===== config.mk =====
export PLATFORM = sky130hd
export DESIGN_NAME = vram_sram_responder
export DESIGN_NICKNAME = d
export VERILOG_FILES = /design/src/rtl/vram_sram_responder.sv
export SDC_FILE = /design/constraint.sdc
export NUM_CORES = 1
export LEC_CHECK = 0
export ABC_CLOCK_PERIOD_IN_PS = 10400
export BUFFER_PORTS_ARGS = -buffer_cell sky130_fd_sc_hd__buf_2
export CORE_MARGIN = 4
export CORE_UTILIZATION = 59
export CTS_CLUSTER_SIZE = 8
export DETAILED_ROUTE_END_ITERATION = 7
export PLACE_DENSITY = 0.85
export SETUP_SLACK_MARGIN = 0.4
export SKIP_LAST_GASP = 1
export SLEW_MARGIN = 20
export SYNTH_ARGS = -nofsm -noshare
export SYNTH_HDL_FRONTEND = slang
export SYNTH_SLANG_ARGS = --single-unit

===== constraint.sdc =====
create_clock -name CLK21M -period 10.4 [get_ports CLK21M]
set_input_delay 0.52 -clock CLK21M [delete_from_list [all_inputs] [get_ports CLK21M]]
set_output_delay 0.52 -clock CLK21M [all_outputs]
set_load 0.05 [all_outputs]

===== src/rtl/vram_sram_responder.sv =====
// VRAM arbiter-bus responder: captures one request per dot slot into a small
// queue and plays it out on a 16-bit asynchronous SRAM. Reads are returned to
// the display path and complete the CPU / command toggle handshakes. In
// vdp_super mode the main slot becomes a two-word (32-bit) burst read.
module vram_sram_responder #(
    parameter int SRAM_AW    = 19,
    parameter int FIFO_DEPTH = 2
) (
    input  logic               CLK21M,
    input  logic               RESET,
    input  logic [1:0]         DOTSTATE,
    input  logic               vdp_super,
    input  logic [19:0]        IRAMADR,
    input  logic [7:0]         PRAMDBO_8,
    input  logic               PRAMWE_N,
    input  logic               VDPVRAMREADINGR,
    input  logic               vdp_cmd_vram_reading_req,
    output logic               VDPVRAMREADINGA,
    output logic [7:0]         VDPVRAMRDDATA,
    output logic               vdp_cmd_vram_reading_ack,
    output logic [7:0]         vdp_cmd_vram_rd_data,
    output logic               rd_valid,
    output logic               rd_slot,
    output logic [7:0]         rd_data_8,
    output logic [15:0]        rd_data_16,
    output logic [31:0]        rd_data_32,
    output logic               overrun,
    output logic [SRAM_AW-1:0] sram_addr,
    output logic [15:0]        sram_dq_o,
    output logic               sram_dq_oe,
    input  logic [15:0]        sram_dq_i,
    output logic               sram_ce_n,
    output logic               sram_oe_n,
    output logic               sram_we_n,
    output logic               sram_ub_n,
    output logic               sram_lb_n
);

    localparam int PW = $clog2(FIFO_DEPTH);

    typedef struct packed {
        logic [19:0] addr;
        logic        we_n;
        logic [7:0]  data;
        logic        slot;
        logic        cpu;
        logic        cmd;
        logic        burst;
    } req_t;

    typedef enum logic [2:0] {
        IDLE,
        SETUP,
        DONE,
        B_SETUP1,
        B_DONE1
    } state_t;

    // ------------------------------------------------------------------
    // Request capture
    // ------------------------------------------------------------------
    logic main_slot;
    logic sec_slot;
    logic push_req;
    req_t push_entry;

    // Build the entry for this slot; CPU/command reads only ride the main slot.
    always_comb begin
        main_slot        = (DOTSTATE == 2'b11);
        sec_slot         = (DOTSTATE == 2'b10) && PRAMWE_N && !vdp_super;
        push_req         = main_slot || sec_slot;
        push_entry.addr  = IRAMADR;
        push_entry.we_n  = PRAMWE_N;
        push_entry.data  = PRAMDBO_8;
        push_entry.slot  = !main_slot;
        push_entry.cpu   = main_slot && (VDPVRAMREADINGR != VDPVRAMREADINGA);
        push_entry.cmd   = main_slot && (vdp_cmd_vram_reading_req != vdp_cmd_vram_reading_ack);
        push_entry.burst = main_slot && vdp_super;
    end

    // ------------------------------------------------------------------
    // Request queue (pointers carry one wrap bit to tell full from empty)
    // ------------------------------------------------------------------
    logic [PW:0] wr_ptr_reg;
    logic [PW:0] rd_ptr_reg;
    req_t        fifo_mem [FIFO_DEPTH];
    req_t        head;
    logic        fifo_empty;
    logic        fifo_full;
    logic        push_ok;
    logic        pop;
    logic        overrun_reg;

    assign fifo_empty = (wr_ptr_reg == rd_ptr_reg);
    assign fifo_full  = (wr_ptr_reg[PW] != rd_ptr_reg[PW]) &&
                        (wr_ptr_reg[PW-1:0] == rd_ptr_reg[PW-1:0]);
    assign push_ok    = push_req && !fifo_full;
    assign head       = fifo_mem[rd_ptr_reg[PW-1:0]];

    // Queue storage; contents need no reset since the pointers qualify them.
    always_ff @(posedge CLK21M) begin
        if (push_ok) begin
            fifo_mem[wr_ptr_reg[PW-1:0]] <= push_entry;
        end
    end

    // Queue pointers and the sticky drop flag.
    always_ff @(posedge CLK21M or posedge RESET) begin
        if (RESET) begin
            wr_ptr_reg  <= '0;
            rd_ptr_reg  <= '0;
            overrun_reg <= 1'b0;
        end else begin
            if (push_ok) begin
                wr_ptr_reg <= wr_ptr_reg + 1'b1;
            end
            if (pop) begin
                rd_ptr_reg <= rd_ptr_reg + 1'b1;
            end
            if (push_req && fifo_full) begin
                overrun_reg <= 1'b1;
            end
        end
    end

    // ------------------------------------------------------------------
    // SRAM access FSM with registered strobes
    // ------------------------------------------------------------------
    state_t              state_reg, state_next;
    logic [SRAM_AW-1:0]  addr_reg, addr_next;
    logic [15:0]         dq_o_reg, dq_o_next;
    logic                dq_oe_reg, dq_oe_next;
    logic                ce_n_reg, ce_n_next;
    logic                oe_n_reg, oe_n_next;
    logic                we_n_reg, we_n_next;
    logic                ub_n_reg, ub_n_next;
    logic                lb_n_reg, lb_n_next;

    // Fields of the entry currently on the SRAM
    logic cur_a0_reg;
    logic cur_we_n_reg;
    logic cur_slot_reg;
    logic cur_cpu_reg;
    logic cur_cmd_reg;
    logic cur_burst_reg;

    logic        start_access;
    logic        bus_release;
    logic [18:0] head_word;

    // Next-state and next-strobe logic; starting an access pops the queue head.
    always_comb begin
        state_next   = state_reg;
        addr_next    = addr_reg;
        dq_o_next    = dq_o_reg;
        dq_oe_next   = dq_oe_reg;
        ce_n_next    = ce_n_reg;
        oe_n_next    = oe_n_reg;
        we_n_next    = we_n_reg;
        ub_n_next    = ub_n_reg;
        lb_n_next    = lb_n_reg;
        pop          = 1'b0;
        start_access = 1'b0;
        bus_release  = 1'b0;
        head_word    = head.addr[19:1];
        if (head.burst && head.we_n) begin
            head_word[0] = 1'b0;
        end

        case (state_reg)
            IDLE: begin
                if (!fifo_empty) begin
                    start_access = 1'b1;
                end
            end
            SETUP: begin
                state_next = DONE;
                // Write pulse is a single clock; data stays driven through DONE for hold.
                if (!cur_we_n_reg) begin
                    we_n_next = 1'b1;
                end
            end
            DONE: begin
                if (cur_burst_reg) begin
                    state_next = B_SETUP1;
                    addr_next  = addr_reg + SRAM_AW'(1);
                end else if (!fifo_empty) begin
                    start_access = 1'b1;
                end else begin
                    bus_release = 1'b1;
                end
            end
            B_SETUP1: begin
                state_next = B_DONE1;
                oe_n_next  = 1'b0;
            end
            B_DONE1: begin
                if (!fifo_empty) begin
                    start_access = 1'b1;
                end else begin
                    bus_release = 1'b1;
                end
            end
            default: begin
                bus_release = 1'b1;
            end
        endcase

        if (bus_release) begin
            state_next = IDLE;
            ce_n_next  = 1'b1;
            oe_n_next  = 1'b1;
            we_n_next  = 1'b1;
            ub_n_next  = 1'b1;
            lb_n_next  = 1'b1;
            dq_oe_next = 1'b0;
        end

        if (start_access) begin
            pop        = 1'b1;
            state_next = SETUP;
            addr_next  = SRAM_AW'(head_word);
            ce_n_next  = 1'b0;
            if (head.we_n) begin
                oe_n_next  = 1'b0;
                we_n_next  = 1'b1;
                ub_n_next  = 1'b0;
                lb_n_next  = 1'b0;
                dq_oe_next = 1'b0;
            end else begin
                // Both lanes carry the byte; only the addressed lane is strobed.
                oe_n_next  = 1'b1;
                we_n_next  = 1'b0;
                ub_n_next  = !head.addr[0];
                lb_n_next  = head.addr[0];
                dq_oe_next = 1'b1;
                dq_o_next  = {head.data, head.data};
            end
        end
    end

    // FSM state, SRAM strobes and the in-flight entry.
    always_ff @(posedge CLK21M or posedge RESET) begin
        if (RESET) begin
            state_reg     <= IDLE;
            addr_reg      <= '0;
            dq_o_reg      <= '0;
            dq_oe_reg     <= 1'b0;
            ce_n_reg      <= 1'b1;
            oe_n_reg      <= 1'b1;
            we_n_reg      <= 1'b1;
            ub_n_reg      <= 1'b1;
            lb_n_reg      <= 1'b1;
            cur_a0_reg    <= 1'b0;
            cur_we_n_reg  <= 1'b1;
            cur_slot_reg  <= 1'b0;
            cur_cpu_reg   <= 1'b0;
            cur_cmd_reg   <= 1'b0;
            cur_burst_reg <= 1'b0;
        end else begin
            state_reg <= state_next;
            addr_reg  <= addr_next;
            dq_o_reg  <= dq_o_next;
            dq_oe_reg <= dq_oe_next;
            ce_n_reg  <= ce_n_next;
            oe_n_reg  <= oe_n_next;
            we_n_reg  <= we_n_next;
            ub_n_reg  <= ub_n_next;
            lb_n_reg  <= lb_n_next;
            if (pop) begin
                cur_a0_reg    <= head.addr[0];
                cur_we_n_reg  <= head.we_n;
                cur_slot_reg  <= head.slot;
                cur_cpu_reg   <= head.cpu;
                cur_cmd_reg   <= head.cmd;
                cur_burst_reg <= head.burst && head.we_n;
            end
        end
    end

    // ------------------------------------------------------------------
    // Read completion
    // ------------------------------------------------------------------
    logic        rd_done;
    logic [7:0]  lane_byte;
    logic [15:0] word0_reg;
    logic        rd_valid_reg;
    logic        rd_slot_reg;
    logic [7:0]  rd_data_8_reg;
    logic [15:0] rd_data_16_reg;
    logic [31:0] rd_data_32_reg;
    logic        readinga_reg;
    logic [7:0]  cpu_data_reg;
    logic        cmd_ack_reg;
    logic [7:0]  cmd_data_reg;

    assign rd_done   = ((state_reg == DONE) && cur_we_n_reg && !cur_burst_reg) ||
                       (state_reg == B_DONE1);
    assign lane_byte = cur_a0_reg ? sram_dq_i[15:8] : sram_dq_i[7:0];

    // Latch returned data, pulse rd_valid and toggle whichever handshakes asked.
    always_ff @(posedge CLK21M or posedge RESET) begin
        if (RESET) begin
            word0_reg      <= '0;
            rd_valid_reg   <= 1'b0;
            rd_slot_reg    <= 1'b0;
            rd_data_8_reg  <= '0;
            rd_data_16_reg <= '0;
            rd_data_32_reg <= '0;
            readinga_reg   <= 1'b0;
            cpu_data_reg   <= '0;
            cmd_ack_reg    <= 1'b0;
            cmd_data_reg   <= '0;
        end else begin
            rd_valid_reg <= rd_done;
            if ((state_reg == DONE) && cur_burst_reg) begin
                word0_reg <= sram_dq_i;
            end
            if (rd_done) begin
                rd_slot_reg    <= cur_slot_reg;
                rd_data_16_reg <= sram_dq_i;
                rd_data_8_reg  <= lane_byte;
                if (state_reg == B_DONE1) begin
                    rd_data_32_reg <= {sram_dq_i, word0_reg};
                end
                if (cur_cpu_reg) begin
                    cpu_data_reg <= lane_byte;
                    readinga_reg <= !readinga_reg;
                end
                if (cur_cmd_reg) begin
                    cmd_data_reg <= lane_byte;
                    cmd_ack_reg  <= !cmd_ack_reg;
                end
            end
        end
    end

    assign sram_addr                = addr_reg;
    assign sram_dq_o                = dq_o_reg;
    assign sram_dq_oe               = dq_oe_reg;
    assign sram_ce_n                = ce_n_reg;
    assign sram_oe_n                = oe_n_reg;
    assign sram_we_n                = we_n_reg;
    assign sram_ub_n                = ub_n_reg;
    assign sram_lb_n                = lb_n_reg;
    assign rd_valid                 = rd_valid_reg;
    assign rd_slot                  = rd_slot_reg;
    assign rd_data_8                = rd_data_8_reg;
    assign rd_data_16               = rd_data_16_reg;
    assign rd_data_32               = rd_data_32_reg;
    assign VDPVRAMREADINGA          = readinga_reg;
    assign VDPVRAMRDDATA            = cpu_data_reg;
    assign vdp_cmd_vram_reading_ack = cmd_ack_reg;
    assign vdp_cmd_vram_rd_data     = cmd_data_reg;
    assign overrun                  = overrun_reg;

endmodule

==> flow_summary_export.csv, run 1 <==
group,metric,value,unit
status,status,"finished, final reports clean",
timing,rsz0062_at_grt,"false",
cts,postCtsSetupBuffers,0,
timing,fin_crit_sh,26.4,%
cts,cts.repair.resized,0,
cells_and_area,diodes,0,
logic_synthesis,async_reset_ff_share,67.8,%
logic_synthesis,synth.avg_cell_area,13.4,um2
cts,postCtsHoldBufs,0,
floorplanning,row_count,43,
worst_setup_path,critPathRequiredTime,10760,ps
detailed_routing,drt_iter0_markers,433,
detailed_routing,drt-total-wl,18.5,mm
worst_setup_path,cp-start-kind,"flip-flop",
floorplanning,design.core.area,13800,um2
grt,grt_pass1_wl,29.4,mm
detailed_routing,vias_per_cell,5.65,
cells_and_area,fin_area,10000,um2
logic_synthesis,synthFlopType,"dfrtp_1",
logic_synthesis,synth_nets,673,
timing,maxSlewViolCount,0,
floorplanning,die_h,127,um
logic_synthesis,synth_seq_area_share,65.9,%
detailed_routing,via_count,5553,
cells_and_area,drive_gt1_share,36.0,%
grt,grt_pass1_vias,5678,
worst_setup_path,path_class,"reg2reg",
placed_design,pre_cts_ws,7470,ps
cts,clkSinkCount,205,
cells_and_area,largest_reg_flops,66,
floorplanning,die_w,127,um
cts,h-tree-depth,1,
timing,max_freq,365,MHz
cts,cts_tree,"yes",
timing,setup_tns,0,ps
logic_synthesis,synth-edff-count,66,
detailed_routing,wl_per_cell,18.9,um
placed_design,hpwl,12.1,mm
worst_setup_path,end_kind,"flip-flop",
timing,tightest_slew,1040,ps
cells_and_area,fin_nets,838,
timing,clock_skew,9.31,ps
job,maxCapViolations,0,
worst_setup_path,cp_max_fo,36,
logic_synthesis,synthCells,620,
cts,clk-insertion-delay-late,520,ps
timing,relSlewSlack,30.3,%
cts,cts_root_buf,"clkbuf_16",
grt,grt_max_degree,83,
grt,grt_use_total,22.8,%
detailed_routing,first_pass_iters,6,
logic_synthesis,synth-seq-cells,205,
logic_synthesis,yosysWarnings,0,
worst_setup_path,crit_arrival,3100,ps
cells_and_area,fillers,902,
floorplanning,start_util,60.0,%
placed_design,portBuffers,169,
timing,finalHoldViolCount,0,
logic_synthesis,syn-cell-area,8300,um2
detailed_routing,ant_nets,0,
placed_design,gp_congestion,0.864,
detailed_routing,drc,0,
timing,setup_viol,0,
cts,clk_pin_slew,50,ps
cts,cts_buffer_depth,3,
grt,antenna_found_initial,0,
timing,period_minus_slack,2740,ps
floorplanning,pin_count,170,
grt,grt-ovfl-total,0,
placed_design,place_area,9170,um2
logic_synthesis,synth_cell_types,55,
floorplanning,die_area,16000,um2
cells_and_area,syn_to_final_growth,20.4,%
timing,setup_ws,7660,ps
min_path,hold_path.class,"in2async",
cts,cts_buffers,29,
[layout make-up]
| class | instances | area [um2] | area share (%) |
|---|---|---|---|
| tap | 180 | 225 | 2.25 |
| clock buffer | 47 | 793 | 7.94 |
| clock inverter | 1 | 5.00 | 0.0501 |
| sequential | 205 | 5470 | 54.7 |
| timing repair buffer | 173 | 892 | 8.92 |
| multi-input combinational | 373 | 2590 | 26.0 |
| inverter | 3 | 16.3 | 0.163 |
[synthesized netlist by cell type (2+ instances only)]
cell / n / share of area (%)
a211oi_2: 6 / 0.90
a21o_1: 5 / 0.45
buf_2: 16 / 0.96
edfxtp_1: 66 / 24
mux2i_1: 32 / 3.9
clkbuf_1: 5 / 0.23
a211oi_1: 2 / 0.18
o21ai_0: 14 / 0.84
nand2b_1: 3 / 0.23
a21oi_1: 35 / 2.1
and4_1: 2 / 0.21
nor3_1: 5 / 0.30
buf_4: 12 / 1.1
a221oi_1: 4 / 0.42
dfstp_2: 6 / 1.9
nand4_1: 6 / 0.45
xor2_1: 3 / 0.32
nand3b_1: 3 / 0.27
dfrtp_1: 133 / 40
buf_6: 5 / 0.68
and3_1: 3 / 0.23
o31ai_1: 2 / 0.18
mux2_2: 52 / 7.1
o21a_1: 3 / 0.27
a21oi_2: 5 / 0.53
and2_1: 2 / 0.15
nor2b_1: 8 / 0.60
a22o_1: 2 / 0.21
xnor2_2: 2 / 0.39
nand2_1: 86 / 3.9
xnor2_1: 12 / 1.3
nor2_1: 36 / 1.6
inv_1: 3 / 0.14
o21ai_1: 16 / 0.96
nand3_1: 5 / 0.30
[logic make-up (layout without fill, tap and decap cells)]
| family | Yosys count | in the layout | synth area share [%] |
|---|---|---|---|
| buffers and inverters | 42 | 224 | 3.14 |
| AOI/OAI and AO/OA | 105 | 105 | 8.64 |
| muxes | 84 | 84 | 10.9 |
| xor gates and xnor gates | 17 | 17 | 1.97 |
| and+or+nand+nor | 166 | 166 | 9.32 |
| DFF | 205 | 205 | 65.9 |
| adders and majority gates | 1 | 1 | 0.151 |
[cell usage in the layout (no fill, tap or decap), drive strengths merged, types with 2 or more instances in the layout]
master	count
nor2	37
a211oi	8
xnor2	14
buf	173
xor2	3
o21ai	31
nand2	87
mux2i	32
a21oi	41
a221oi	5
dfstp	6
nand3	5
and2	2
nand4	6
o31ai	3
edfxtp	66
mux2	52
a311oi	2
a21o	5
a22o	2
nand3b	3
nand2b	3
dfrtp	133
and4	2
clkbuf	47
o21a	3
inv	3
nor2b	8
nor3	5
and3	3
[critical path, stage by stage (launching register included)]
cell and delay (ps):
dfrtp_1 500, nand2b_1 290, a21oi_4 860, nand2_1 620
nand2_1 190, o21ai_1 110
[per-stage QoR]
stage	utilization, %	std cells	hold slack (ps)
detailed placement	66.3	933	457
global placement	66.3	933	452
finish	72.3	982	60.6
global route	72.3	982	99.7
CTS	72.1	981	63.2
floorplan	-	620	440
[final timing paths]
path	endpoint	startpoint	depth (start not counted)	slack, ps
worst min register to register	word0_reg[12]	word0_reg[12]	2	470
worst min-delay path	sram_addr[1]	RESET	2	60
max in group asynchronous	word0_reg[5]	RESET	3	9270
min in group CLK21M	fifo_mem[0][11]	PRAMDBO_8[7]	1	190
worst max-delay path	vdp_cmd_vram_rd_data[0]	state_reg[1]	5	7660
worst max register to register	vdp_cmd_vram_rd_data[0]	state_reg[1]	5	7660
[layer usage]
layer | GRT usage, % | part of all wire (%) | wire, um | vias up
li1 | - | - | - | 2524
met5 | 0 | 0 | 0 | -
met1 | 29.9 | 40 | 7380 | 2728
met2 | 37.8 | 49 | 9090 | 262
met4 | 7.51 | 2.4 | 442 | 0
met3 | 5.64 | 8.7 | 1610 | 39
Power of run 1 is not shown: default switching activity piles up to over one toggle a cycle in this logic, so the estimate is an artifact.
==> inputs of run 2 (changes only) <==
- ABC_CLOCK_PERIOD_IN_PS: 10400 -> 2850
- CORE_UTILIZATION: 59 -> 55
- PLACE_DENSITY: 0.85 -> 0.8
- clock period: 10.4 -> 2.85 ns (I/O delays scaled with it)
==> run 2 against run 1 <==
Compared with the run above:
- core utilization up 0.14 points
- flip-flop and latch count did not move
- cell area grew 6.1%
- largest cell class unchanged
- via count up 3.7%
- critical endpoint is now fifo_mem[1][26]
- first-iteration DRC count is 24% lower
==> flow_summary_export.csv, run 2 (synthesized netlist as in run 1, its figures left out) <==
group,metric,value,unit
status,status,"finished, final reports clean",
cells_and_area,largest_reg_flops,66,
worst_setup_path,r2r_cells,5,
worst_setup_path,critPathRequiredTime,3020,ps
cells_and_area,fillers,962,
cells_and_area,fin_nets,898,
timing,maxSlewViolCount,0,
grt,grt-ovfl-total,0,
detailed_routing,vias_per_cell,5.47,
timing,hold_ws,38.9,ps
floorplanning,pin_count,170,
placed_design,portBuffers,169,
detailed_routing,wl_per_cell,18.3,um
min_path,whs_path_depth,3,
cells_and_area,final_common_cell,"buf_2",
grt,grt_pass1_wl,30.2,mm
grt,antenna_found_initial,0,
worst_setup_path,cpPeakStageDelay,450,ps
worst_setup_path,worstPathCellList,"xnor2_1 > nand2b_1 > nand2b_1 > nor2_4 > buf_4",
detailed_routing,ant_nets,0,
placed_design,hpwl,12.2,mm
timing,max_freq,460,MHz
detailed_routing,via_count,5757,
floorplanning,row_count,44,
floorplanning,die_w,131,um
detailed_routing,drt_iter0_markers,331,
cells_and_area,drive_gt1_share,34.6,%
cells_and_area,syn_to_final_growth,27.8,%
worst_setup_path,crit_top_cell,"nand2b_1",
cells_and_area,register_area,5470,um2
timing,rsz0062_at_grt,"false",
cts,cts_root_buf,"clkbuf_16",
cells_and_area,stdcell_count,1052,
timing,finalHoldViolCount,0,
floorplanning,die_area,17100,um2
cts,clk-insertion-delay-late,530,ps
placed_design,placed_cells,946,
placed_design,pre_cts_ws,555,ps
cells_and_area,multi_input_area,2590,um2
worst_setup_path,slowest_stage,"xnor2_1",
timing,setup_tns,0,ps
cts,cts_tree,"yes",
cells_and_area,final_cell_mix,"buf_2, dfrtp_1, nand2_1",
timing,clock_skew,16.6,ps
timing,period_minus_slack,2170,ps
worst_setup_path,cp_max_fo,32,
grt,grt_pass1_vias,5890,
worst_setup_path,path_class,"reg2reg",
timing,fin_crit_sh,76.3,%
timing,tightest_slew,652,ps
worst_setup_path,end_kind,"flip-flop",
timing,setup_ws,676,ps
worst_setup_path,cp-start-kind,"flip-flop",
timing,relSlewSlack,56.5,%
cts,clk_pin_slew,50,ps
job,maxCapViolations,0,
cts,cts_buffers,29,
floorplanning,design.core.area,14600,um2
cts,clkSinkCount,205,
cells_and_area,diodes,0,
worst_setup_path,crit_arrival,2340,ps
grt,grt_max_degree,84,
cts,cts.repair.resized,0,
detailed_routing,drc,0,
floorplanning,die_h,131,um
grt,grt_use_total,22.5,%
detailed_routing,first_pass_iters,5,
detailed_routing,drt-total-wl,19.3,mm
placed_design,gp_congestion,0.868,
min_path,hold_path.class,"in2reg",
cts,h-tree-depth,1,
timing,setup_viol,0,
floorplanning,start_util,56.7,%
cts,cts_buffer_depth,3,
## run 2: layout make-up
type	instances	area share [%]
sequential	205	51.6
multi-input combinational	373	24.4
timing repair buffer	233	13.9
clock buffer	52	7.66
tap	184	2.17
inverter	3	0.142
clock inverter	2	0.130
## run 2: timing repair
item | CTS | global route
setup buffers | 0 | 2
endpoints found under the setup margin | 0 | 5
hold endpoints to repair | 135 | 0
hold buffers | 50 | 0
## run 2: per-layer routing
layer / vias to the layer above / share of wire [%] / global-route usage, %
met4: 0 / 2.6 / 7.32
met1: 2828 / 40 / 28.1
met2: 234 / 50 / 39.3
met5: - / 0 / 0
li1: 2656 / - / -
met3: 39 / 7.3 / 4.84
## run 2: worst max-delay path, delay by kind of cell (launching register included)
kind,cells,cell delay [ps]
and+or+nand+nor,3,540
xor gates and xnor gates,1,450
DFF,1,400
buffers and inverters,1,410
## run 2: final timing paths
kind | start | to | slack, ps
max | rd_ptr_reg[1] | fifo_mem[1][26] | 680
min | vdp_cmd_vram_reading_req | fifo_mem[0][1] | 40
max reg2reg | rd_ptr_reg[1] | fifo_mem[1][26] | 680
min reg2reg | word0_reg[8] | word0_reg[8] | 470
max in group asynchronous | RESET | rd_ptr_reg[0] | 1790
min in group asynchronous | RESET | rd_data_32[24] | 220
## run 2: through the flow
step,utilization (%),cell area [um2]
floorplan,-,8310
CTS,72.3,10600
global route,72.4,10600
detailed placement,63.3,9270
finish,72.4,10600
global placement,63.3,9270
Power of run 2 is left out for the same reason.
==> inputs of run 3 (changes only) <==
- ABC_AREA: default -> 1
- ABC_CLOCK_PERIOD_IN_PS: 2850 -> 1800
- CORE_UTILIZATION: 55 -> 50
- PLACE_DENSITY: 0.8 -> 0.76
- clock period: 2.85 -> 1.8 ns (I/O delays scaled with it)
==> run 3 against run 2 <==
Compared with the run above:
- die area rose by 12%
- count of clock-buffer cells in the layout did not move
- synthesized cell count rose by 43%
- wire length rose by 33%
- global-route usage rose by 0.75 points
- register-to-register slack got worse by 600 ps
==> flow_summary_export.csv, run 3 <==
group,metric,value,unit
logic_synthesis,synth-simple-area-share,20.2,%
floorplanning,design.core.area,16600,um2
worst_setup_path,crit_arrival,1970,ps
logic_synthesis,synth-seq-cells,205,
cells_and_area,multi_input_area,3220,um2
timing,setup_ws,71.9,ps
detailed_routing,wl_per_cell,18.2,um
cells_and_area,final_common_cell,"nand2_1",
floorplanning,pin_count,170,
cts,h-tree-depth,1,
logic_synthesis,synth_nets,942,
timing,tightest_slew,668,ps
cts,clk_pin_slew,60,ps
cells_and_area,syn_to_final_growth,46.3,%
logic_synthesis,synth.most_common_cell,"nand2_1",
grt,grt_use_total,23.3,%
cells_and_area,fin_nets,1219,
cells_and_area,fillers,1084,
logic_synthesis,yosysTopAreaCell,"dfrtp_1",
detailed_routing,vias_per_cell,5.25,
logic_synthesis,synth_cell_types,31,
worst_setup_path,cp-start-kind,"flip-flop",
logic_synthesis,synth.top_cell.area_share,39.1,%
cells_and_area,final_cell_mix,"nand2_1, buf_2, dfrtp_1",
grt,grt_pass1_wl,36.3,mm
floorplanning,die_w,139,um
logic_synthesis,synth.avg_cell_area,9.58,um2
min_path,hold_path.class,"in2reg",
logic_synthesis,synth_top_family_by_area,"simple AND/OR/NAND/NOR gates",
detailed_routing,drt_iter0_markers,681,
cts,cts_buffers,29,
worst_setup_path,cp_max_fo,6,
cells_and_area,register_area,5480,um2
cells_and_area,drive_gt1_share,37.7,%
timing,fin_crit_sh,96.0,%
timing,rsz0062_at_grt,"true",
timing,period_minus_slack,1730,ps
floorplanning,start_util,51.2,%
worst_setup_path,end_kind,"flip-flop",
grt,grt-ovfl-total,0,
worst_setup_path,path_class,"reg2reg",
detailed_routing,drt-total-wl,25.6,mm
logic_synthesis,synthCells,889,
timing,clock_skew,15.9,ps
logic_synthesis,synth-xor-area-share,1.53,%
logic_synthesis,ys_top_cells_by_count,"nand2_1, dfrtp_1, o21ai_0",
worst_setup_path,critPathRequiredTime,2040,ps
detailed_routing,drc,0,
logic_synthesis,synth_seq_area_share,64.2,%
cts,cts_root_buf,"clkbuf_16",
timing,max_freq,579,MHz
floorplanning,die_h,139,um
floorplanning,row_count,47,
cts,cts_tree,"yes",
timing,maxSlewViolCount,0,
logic_synthesis,syn-cell-area,8520,um2
logic_synthesis,synth-edff-count,66,
placed_design,portBuffers,169,
detailed_routing,via_count,7403,
logic_synthesis,synth_compound_area_share,7.93,%
floorplanning,die_area,19200,um2
placed_design,hpwl,14.6,mm
timing,setup_viol,0,
cells_and_area,largest_reg_flops,66,
detailed_routing,first_pass_iters,7,
placed_design,pre_cts_ws,145,ps
job,maxCapViolations,0,
timing,finalHoldViolCount,0,
placed_design,gp_congestion,0.920,
timing,relSlewSlack,55.4,%
logic_synthesis,ys_top_cells_by_area,"dfrtp_1, edfxtp_1, nand2_1, o21ai_0, inv_1",
grt,antenna_found_initial,0,
logic_synthesis,async_reset_ff_share,67.8,%
worst_setup_path,reg2reg_setup_slack,70,ps
grt,grt_pass1_vias,7019,
grt,grt_max_degree,65,
logic_synthesis,synthFlopType,"dfrtp_1",
cts,clkSinkCount,205,
logic_synthesis,synthMuxAreaShare,0,%
logic_synthesis,synth_fa_ha_area_share,0.147,%
cts,cts_buffer_depth,3,
logic_synthesis,yosysWarnings,0,
cts,clk-insertion-delay-late,530,ps
cells_and_area,diodes,0,
status,status,"finished, final reports clean",
detailed_routing,ant_nets,0,
==> run 3: cell types whose count changed in the layout (fill, tap and decap cells not counted), sizes merged, moves of 28 or more <==
cell and change:
buf +42, nand2 +260, a21oi -28, o21ai +62, mux2i -32, mux2 -52, inv +66
==> run 3: metal layers <==
metal  track usage (%)  up-vias  wire (um)
li1                  -     3416          -
met1              29.7     3523       9550
met2              39.7      384      13100
met3              4.32       80       1970
met4              8.94        0       1070
met5                 0        -          0
==> run 3: final cells by class <==
cell class                 instances  area share (%)
timing repair buffer             284            18.8
multi-input combinational        574            25.8
clock buffer                      52            6.52
clock inverter                     2           0.110
tap                              220            2.21
inverter                          72            2.58
sequential                       205            44.0
==> run 3: what timing repair did <==
action	CTS	global route
resized for setup	63	211
pin swaps	13	45
endpoints found under the hold margin	129	0
hold buffers	48	0
setup endpoints to repair	163	196
cloned	4	12
setup buffers	8	11
==> run 3: through the flow <==
stage / instance area (um2) / hold WS (ps) / std cells / setup TNS (ps) / utilization (%)
global placement: 9820 / 228 / 1272 / 0 / 59.0
floorplan: 8550 / 189 / 889 / -2820 / -
finish: 12500 / 50.2 / 1409 / 0 / 74.9
CTS: 11500 / 1.16 / 1386 / 0 / 69.0
detailed placement: 9820 / 216 / 1272 / 0 / 59.0
global route: 12500 / 46.7 / 1409 / 0 / 74.9
==> run 3: cell families after synthesis <==
family,after synthesis
AND/OR/NAND/NOR,431
flip-flops,205
AO/OA/AOI/OAI,125
buffers and inverters,113
XOR/XNOR,14
adder cells (fa/ha/maj),1
==> run 3: path summary, 6_finish.rpt <==
check / end / cells after the start / startpoint
max: fifo_mem[1][21] / 7 / wr_ptr_reg[1]
min in group asynchronous: word0_reg[14] / 3 / RESET
max reg2reg: fifo_mem[1][21] / 7 / wr_ptr_reg[1]
min reg2reg: vdp_cmd_vram_rd_data[7] / 2 / vdp_cmd_vram_rd_data[7]
min: fifo_mem[0][3] / 3 / DOTSTATE[0]
max in group asynchronous: sram_we_n / 4 / RESET
==> run 3: critical path, cell delays in order (launching register included) <==
cell       delay [ps]
dfrtp_1           420
xnor2_2           290
inv_2             100
nand2_4            90
nand2_4            70
nor2_4            140
buf_12            160
clkbuf_16         160
Power of run 3 is left out for the same reason.
